<file path="config.mk">
export PLATFORM = sky130hd
export DESIGN_NAME = store_rmw_sequencer
export DESIGN_NICKNAME = d
export VERILOG_FILES = /design/src/rtl/store_rmw_sequencer.sv
export SDC_FILE = /design/constraint.sdc
export NUM_CORES = 1
export LEC_CHECK = 0
export CAP_MARGIN = 20
export CELL_PAD_IN_SITES_DETAIL_PLACEMENT = 1
export CELL_PAD_IN_SITES_GLOBAL_PLACEMENT = 1
export CORE_MARGIN = 1
export CORE_UTILIZATION = 39
export DETAILED_ROUTE_END_ITERATION = 7
export PLACE_DENSITY_LB_ADDON = 0.05
export SETUP_SLACK_MARGIN = 0.02
export SLEW_MARGIN = 20
export SYNTH_ARGS = -nofsm -noshare
export SYNTH_HDL_FRONTEND = slang
export SYNTH_SLANG_ARGS = --single-unit
</file>
<file path="constraint.sdc">
create_clock -name clk -period 6.4 [get_ports clk]
set_clock_uncertainty 0.1 [all_clocks]
set_input_delay 0.96 -clock clk [delete_from_list [all_inputs] [get_ports clk]]
set_output_delay 0.96 -clock clk [all_outputs]
set_load 0.1 [all_outputs]
</file>
<file path="src/rtl/store_rmw_sequencer.sv">
// Store-path sequencer: SB/SH read-modify-write, SW direct write, size 00 completes with no access.
// Strobes and data are Moore-decoded from registered state and registered data only.
module store_rmw_sequencer #(
  parameter int MEM_LATENCY = 1,
  parameter int ADDR_W      = 32
) (
  input  logic              clk,
  input  logic              reset_n,
  input  logic              start,
  input  logic [ADDR_W-1:0] addr,
  input  logic [31:0]       B,
  input  logic [1:0]        ss_control,
  input  logic [31:0]       mem_rdata,
  output logic [ADDR_W-1:0] mem_addr,
  output logic              mem_rd,
  output logic              mem_wr,
  output logic [31:0]       mem_wdata,
  output logic              busy,
  output logic              done,
  output logic [2:0]        dbg_state
);

  // Handshake: start is a request level sampled only in IDLE; done pulses for one
  // cycle in DONE; mem_rd/mem_wr are single-cycle strobes and never overlap.
  typedef enum logic [2:0] {
    S_IDLE  = 3'd0,
    S_READ  = 3'd1,
    S_WAIT  = 3'd2,
    S_WRITE = 3'd3,
    S_DONE  = 3'd4
  } state_t;

  state_t            state, state_n;
  logic [ADDR_W-1:0] addr_q;
  logic [ADDR_W-1:0] addr_hold_q;
  logic [31:0]       b_q;
  logic [1:0]        ss_q;
  logic [31:0]       wdata_q;
  logic [3:0]        cnt_q;
  logic              last_wait;

  assign last_wait = (state == S_WAIT) && (cnt_q == 4'd1);

  always_ff @(posedge clk or negedge reset_n) begin
    if (!reset_n) state <= S_IDLE;
    else          state <= state_n;
  end

  always_comb begin
    state_n = state;
    case (state)
      S_IDLE: begin
        if (start) begin
          case (ss_control)
            2'b00:   state_n = S_DONE;
            2'b11:   state_n = S_WRITE;
            default: state_n = S_READ;
          endcase
        end
      end
      S_READ:  state_n = S_WAIT;
      S_WAIT:  if (last_wait) state_n = S_WRITE;
      S_WRITE: state_n = S_DONE;
      S_DONE:  state_n = S_IDLE;
      default: state_n = S_IDLE;
    endcase
  end

  always_ff @(posedge clk or negedge reset_n) begin
    if (!reset_n) begin
      addr_q      <= '0;
      addr_hold_q <= '0;
      b_q         <= '0;
      ss_q        <= '0;
      wdata_q     <= '0;
      cnt_q       <= '0;
    end else begin
      case (state)
        S_IDLE: begin
          if (start) begin
            addr_q <= addr;
            b_q    <= B;
            ss_q   <= ss_control;
            if (ss_control == 2'b11) wdata_q <= B;
          end
        end
        S_READ: begin
          cnt_q       <= 4'(MEM_LATENCY);
          addr_hold_q <= addr_q;
        end
        S_WAIT: begin
          cnt_q <= cnt_q - 4'd1;
          // Lanes are fixed at the bottom of the word; the address never rotates them.
          if (cnt_q == 4'd1) begin
            if (ss_q == 2'b01) wdata_q <= {mem_rdata[31:8], b_q[7:0]};
            else               wdata_q <= {mem_rdata[31:16], b_q[15:0]};
          end
        end
        S_WRITE: addr_hold_q <= addr_q;
        default: ;
      endcase
    end
  end

  // mem_addr shows addr_q while accessing and otherwise keeps the last accessed address.
  assign mem_addr  = (state == S_READ || state == S_WRITE) ? addr_q : addr_hold_q;
  assign mem_wdata = wdata_q;
  assign mem_rd    = (state == S_READ);
  assign mem_wr    = (state == S_WRITE);
  assign busy      = (state != S_IDLE);
  assign done      = (state == S_DONE);
  assign dbg_state = state;

endmodule

</file>
Word-level counts from Yosys, hierarchy flattened
Cells that the tools add are included.
- bits of input ports: 101
- register bits: 121
- equal/unequal tests: 11
- reduce and logical (&&, ||, !) cells: 11
- multiplexer cells: 11
- $add $sub $neg: 1
- operators with widths (operator ; count):
    $mux W32 ; 4
    $pmux W32 S2 ; 1
    $mux W16 ; 1
    $pmux W3 S4 ; 1
    $pmux W4 S2 ; 1
    $eq A3 B2 Y1 const B ; 2
    $mux W3 ; 2
    $ne A2 B2 Y1 const B ; 3
    $pmux W3 S2 ; 1
    $eq A4 B1 Y1 const B ; 1
    $reduce_and A2 Y1 ; 2
    $reduce_and A4 Y1 ; 1
    $reduce_bool A2 Y1 ; 2
    $sub A4 B1 Y4 const B ; 1
    $eq A3 B1 Y1 const B ; 1
    $eq A3 B3 Y1 const B ; 1
    $logic_not A3 Y1 ; 1
    $reduce_bool A3 Y1 ; 1
    $eq A2 B1 Y1 const B ; 1
    $eq A2 B2 Y1 const B ; 1
    $logic_not A2 Y1 ; 1
    $ne A2 B1 Y1 const B ; 1
    $reduce_or A2 Y1 ; 1
    $logic_and A1 B1 Y1 ; 1
    $logic_or A1 B1 Y1 ; 1

Longest topological paths before layout
- depth after elaboration: 4
- gate-level depth with buffers: 8
- depth with buffers taken out: 6

Worst setup path before layout
Ideal clock, no wire load.
- path type: reg2out
- start point: register state[0], in the netlist dbg_state[0]
- end point: output port mem_rd
- required time: 5.340 ns
- stages on the path, launching flop included: 6
- arrival time: 2.910 ns
- slack: 2.430 ns
- cell sequence: dfrtp_1 > buf_2 > nand2b_1 > clkbuf_1 > buf_2 > nor2_1
- longest elaborated chain between the ends: 1
- ends and longest elaborated chain (element ; RTL line ; text):
    start: declaration ; 33 ; state_t state, state_n;
    start signal: assignment ; 46 ; else state <= state_n;
    $eq A3 B1 Y1 ; 108 ; assign mem_rd = (state == S_READ);
    end: declaration ; 15 ; output logic mem_rd,
No other way between the ends.

Final worst setup path
- start point: register state[2], in the netlist dbg_state[2]
- end point: output port mem_addr[14]
- longest elaborated chain between the ends: 3
- ends and longest elaborated chain (element ; RTL line ; text):
    $eq A3 B1 Y1 or $eq A3 B2 Y1 (tied branches) ; 106 ; assign mem_addr = (state == S_READ || state == S_WRITE) ? addr_q : addr_hold_q;
    $logic_or A1 B1 Y1 * ; 106 ;
    $mux W32 * ; 106 ;
    end: declaration ; 14 ; output logic [ADDR_W-1:0] mem_addr,
Mark *: on every way between the ends. The rest lies on a longest branch, timed or not.

==> flow_results.org <==
** Run status
- The flow ran to the end, and the final reports show no timing, DRC or antenna violations.

** Logic synthesis
- The synthesized netlist occupies a cell area of 5130 um2.
- After technology mapping, the gate count stands at 376.
- FF+latch count, synth :: 121
- The average instance in the mapped netlist occupies 13.64 um2.
- Summing the sequential cell areas from Yosys gives 59.02% of the chip area.
- Yosys mapped the design onto 34 distinct sky130hd cell types.
- Post-synthesis net count :: 479
- Yosys Warn Count :: 0

** Final layout
- Area delta synth->final :: 46.02%
- Cells with a size suffix above 1 make up 25.00% of the layout.
- Filler instances :: 1314
- At the end of the flow, the number of nets in the layout was 642.
- Final design area excluding fillers :: 7491 um2
- Count of antenna diodes in the layout :: 0

** Route
- In the routed layout, each cell is associated on average with a via count of 4.895.
- Number of remaining DRC errors :: 0
- Via count :: 3544
- ANT nets after route :: 0
- Wire length reported by the detailed router :: 12250 um
- Number of optimization iterations in the first detailed-route pass :: 4
- Number of violations reported at the end of detailed-routing iteration 0 :: 135
- Routed length per placed instance :: 16.92 um

** Clock tree
- The clock passes through at most 2 buffers.
- Clock tree synthesis found a total of 121 sinks.
- The number of gates resized after CTS was 0.
- After clock tree synthesis, the clock-pin slew on the worst setup and hold paths is 0.05 ns.
- Clock Latency Late Sink :: 0.40 ns
- For this design, the CTS-stage hold fixing added 0 buffers.
- TritonCTS clock tree :: yes
- Counting the buffers created by CTS gives 17.
- CTS root buf :: sky130_fd_sc_hd__clkbuf_16
- Number of setup buffers added after CTS :: 0
- Deepest level of the CTS H-tree :: 4

** Timing
- In the final timing run, aggregate negative setup slack is 0 ns.
- Setup violations remaining at the end of the flow were counted as 0.
- Timing-limited maximum frequency :: 0.2279 GHz
- Headroom to the max-slew limit came out at 30.60%.
- Setup repair after global routing left no endpoint under its margin.
- Worst Max-Slew Pin Slew :: 1.038 ns
- Hold Fails Final Rpt :: 0
- Subtracting the final worst setup slack from the clock period gives 4.388 ns.
- Final period util :: 68.56%
- The max-slew violation total from the final report was 0.

** Worst setup path
- For this design, the slowest cell found on the critical path is sky130_fd_sc_hd__clkdlybuf4s50_1.
- In this run the number of cells on the critical path is 4.
- The critical path is of the reg -> out type.
- CP Launch Type :: flip-flop
- The critical path starts at dbg_state[2].
- Walking the worst path, the cells encountered are nand2b_1, buf_4, mux2_2, clkdlybuf4s50_1.
- In this run the worst path has a maximum fanout of 28.
- The worst register-to-register path ends at addr_q[26].
- Required time of the worst setup path :: 5.34 ns
- Worst Setup End Kind :: output port
- Counting cells, the worst reg-to-reg path comes to 4.
- The critical path contains buffers and inverters numbering 2 combined.
- Largest stage delay, worst path :: 1.17 ns
- Worst-case register-to-register setup slack :: 3.59 ns
- In this run the critical register-to-register path is launched from dbg_state[0].
- For the worst setup path, the data arrival time is 3.33 ns.
- Kind of cell adding the most delay to the critical path :: buffers and inverters

** Die
- Placeable core area :: 12720 um2
- The floorplan step defined a die boundary enclosing 13620 um2.
- Pin placement for this block handled 172 I/O pins.
- Die span in x :: 116.7 um
- Once the floorplan was initialized, standard cells occupied 40.32% of the core.
- Die Y-Extent :: 116.7 um
- Core Rows :: 41

** Min path
- Along the worst hold path, the cell count comes to 1.
- End point of the worst hold path :: addr_q[9]
- Start point of the worst hold path :: addr_q[9]
- Class of the tightest hold or removal check :: reg -> reg

** Global routing
- Entering global routing, the biggest net connects 68 pins.
- The first global-routing pass estimated 19310 um of wire.
- Aggregate global routing overflow :: 0
- Global routing consumed, over all layers together, 19.09% of the routing resources.
- Via count of the first global-routing pass :: 3910
- Antenna violations before repair :: 0

** Placement
- Area after DPL :: 6878 um2
- At the end of routability-driven placement, the weighted congestion stood at 0.6835.
- Total half-perimeter wirelength after legalization and detailed placement :: 8201 um
- PortBufs :: 163

** Flow run
- Across the run, the number of max-cap violations was 0.
layout by cell type (no fill, tap or decap), drive strengths merged, types with 2 or more instances in the layout:
cell and instances:
a2111oi 2, nor3 3, clkinv 5, o21ai 4
inv 5, or3 2, nor2 38, a21oi 38
bufinv 4, ha 2, mux2i 32, mux2 90
clkbuf 23, dfrtp 121, buf 6, clkdlybuf4s50 162
through the flow:
stage | cells | hold WS, ns | setup slack (ns) | utilization [%]
2_1_floorplan | 376 | 0.3541 | 2.430 | -
3_3_place_gp | 692 | 0.3658 | 2.446 | 54.06
3_5_place_dp | 692 | 0.3802 | 2.402 | 54.06
4_1_cts | 724 | 0.3923 | 1.956 | 58.88
5_1_grt | 724 | 0.4079 | 1.771 | 58.88
6_report | 724 | 0.3856 | 2.012 | 58.88
synth_stat cells:
master | count | area [um2]
sky130_fd_sc_hd__mux2_2 | 86 | 968.4
sky130_fd_sc_hd__o21ai_0 | 4 | 20.02
sky130_fd_sc_hd__nor2b_1 | 1 | 6.260
sky130_fd_sc_hd__buf_2 | 12 | 60.06
sky130_fd_sc_hd__o21a_1 | 1 | 7.510
sky130_fd_sc_hd__o22ai_1 | 1 | 6.260
sky130_fd_sc_hd__buf_1 | 1 | 3.750
sky130_fd_sc_hd__a31oi_1 | 1 | 6.260
sky130_fd_sc_hd__inv_1 | 5 | 18.77
sky130_fd_sc_hd__nor3b_1 | 1 | 7.510
sky130_fd_sc_hd__a211oi_1 | 1 | 7.510
sky130_fd_sc_hd__mux2_1 | 4 | 45.04
sky130_fd_sc_hd__nand2b_1 | 1 | 6.260
sky130_fd_sc_hd__a22oi_1 | 1 | 7.510
sky130_fd_sc_hd__ha_1 | 2 | 25.02
sky130_fd_sc_hd__a2111oi_4 | 1 | 27.53
sky130_fd_sc_hd__or2_2 | 1 | 6.260
sky130_fd_sc_hd__clkbuf_1 | 5 | 18.77
sky130_fd_sc_hd__and2_1 | 1 | 6.260
sky130_fd_sc_hd__mux2i_1 | 32 | 320.3
sky130_fd_sc_hd__nor2_1 | 38 | 142.6
sky130_fd_sc_hd__buf_4 | 1 | 7.510
sky130_fd_sc_hd__a311oi_1 | 1 | 8.760
sky130_fd_sc_hd__dfrtp_1 | 121 | 3028
sky130_fd_sc_hd__o22a_1 | 1 | 8.760
sky130_fd_sc_hd__nor4_1 | 1 | 6.260
sky130_fd_sc_hd__buf_6 | 5 | 56.30
sky130_fd_sc_hd__nor4b_1 | 1 | 8.760
sky130_fd_sc_hd__or3b_1 | 1 | 8.760
sky130_fd_sc_hd__a21oi_1 | 24 | 120.1
sky130_fd_sc_hd__nor3_1 | 3 | 15.01
sky130_fd_sc_hd__a2111oi_0 | 1 | 8.760
sky130_fd_sc_hd__a21oi_2 | 14 | 122.6
sky130_fd_sc_hd__or3_1 | 2 | 12.51
worst max path at each step:
stage	end	slack, ns
after floorplan	mem_rd	2.43
after global placement	mem_addr[25]	2.45
after detailed placement	mem_addr[14]	2.40
after CTS	mem_addr[14]	1.96
after global routing	mem_addr[31]	1.77
final	mem_addr[14]	2.01
layer usage:
| layer | track usage, % | vias to the layer above | part of all wire [%] |
|---|---|---|---|
| li1 | - | 1652 | - |
| met2 | 34.16 | 111 | 52 |
| met5 | 0 | - | 0 |
| met3 | 6.954 | 16 | 8.2 |
| met4 | 7.595 | 0 | 1.6 |
| met1 | 20.43 | 1765 | 38 |
cells by family (layout without fill, tap and decap cells):
family,after synthesis,in the layout,synth area share [%]
buf+inv,29,205,3.220
flops,121,121,59.02
simple gates,51,51,4.415
mux,122,122,26.00
compound gates,51,51,6.854
fa+ha+maj,2,2,0.4877
area by class of cell:
cell class / instances / area (um2) / area share (%)
Tap cell: 172 / 215.2 / 2.873
Clock inverter: 9 / 145.1 / 1.938
Inverter: 5 / 18.77 / 0.2505
Clock buffer: 23 / 467.9 / 6.247
Timing Repair Buffer: 168 / 1667 / 22.25
Sequential cell: 121 / 3028 / 40.42
Multi-Input combinational cell: 226 / 1949 / 26.02
state kept, by name, indices dropped and copies added (netlist names):
name / cells
addr_hold_q: 32
addr_q: 32
mem_wdata: 32
b_q: 16
cnt_q: 4
dbg_state: 3
ss_q: 2
Power is not shown: default switching activity piles up to over one toggle a cycle in this logic, so the estimate is an artifact.
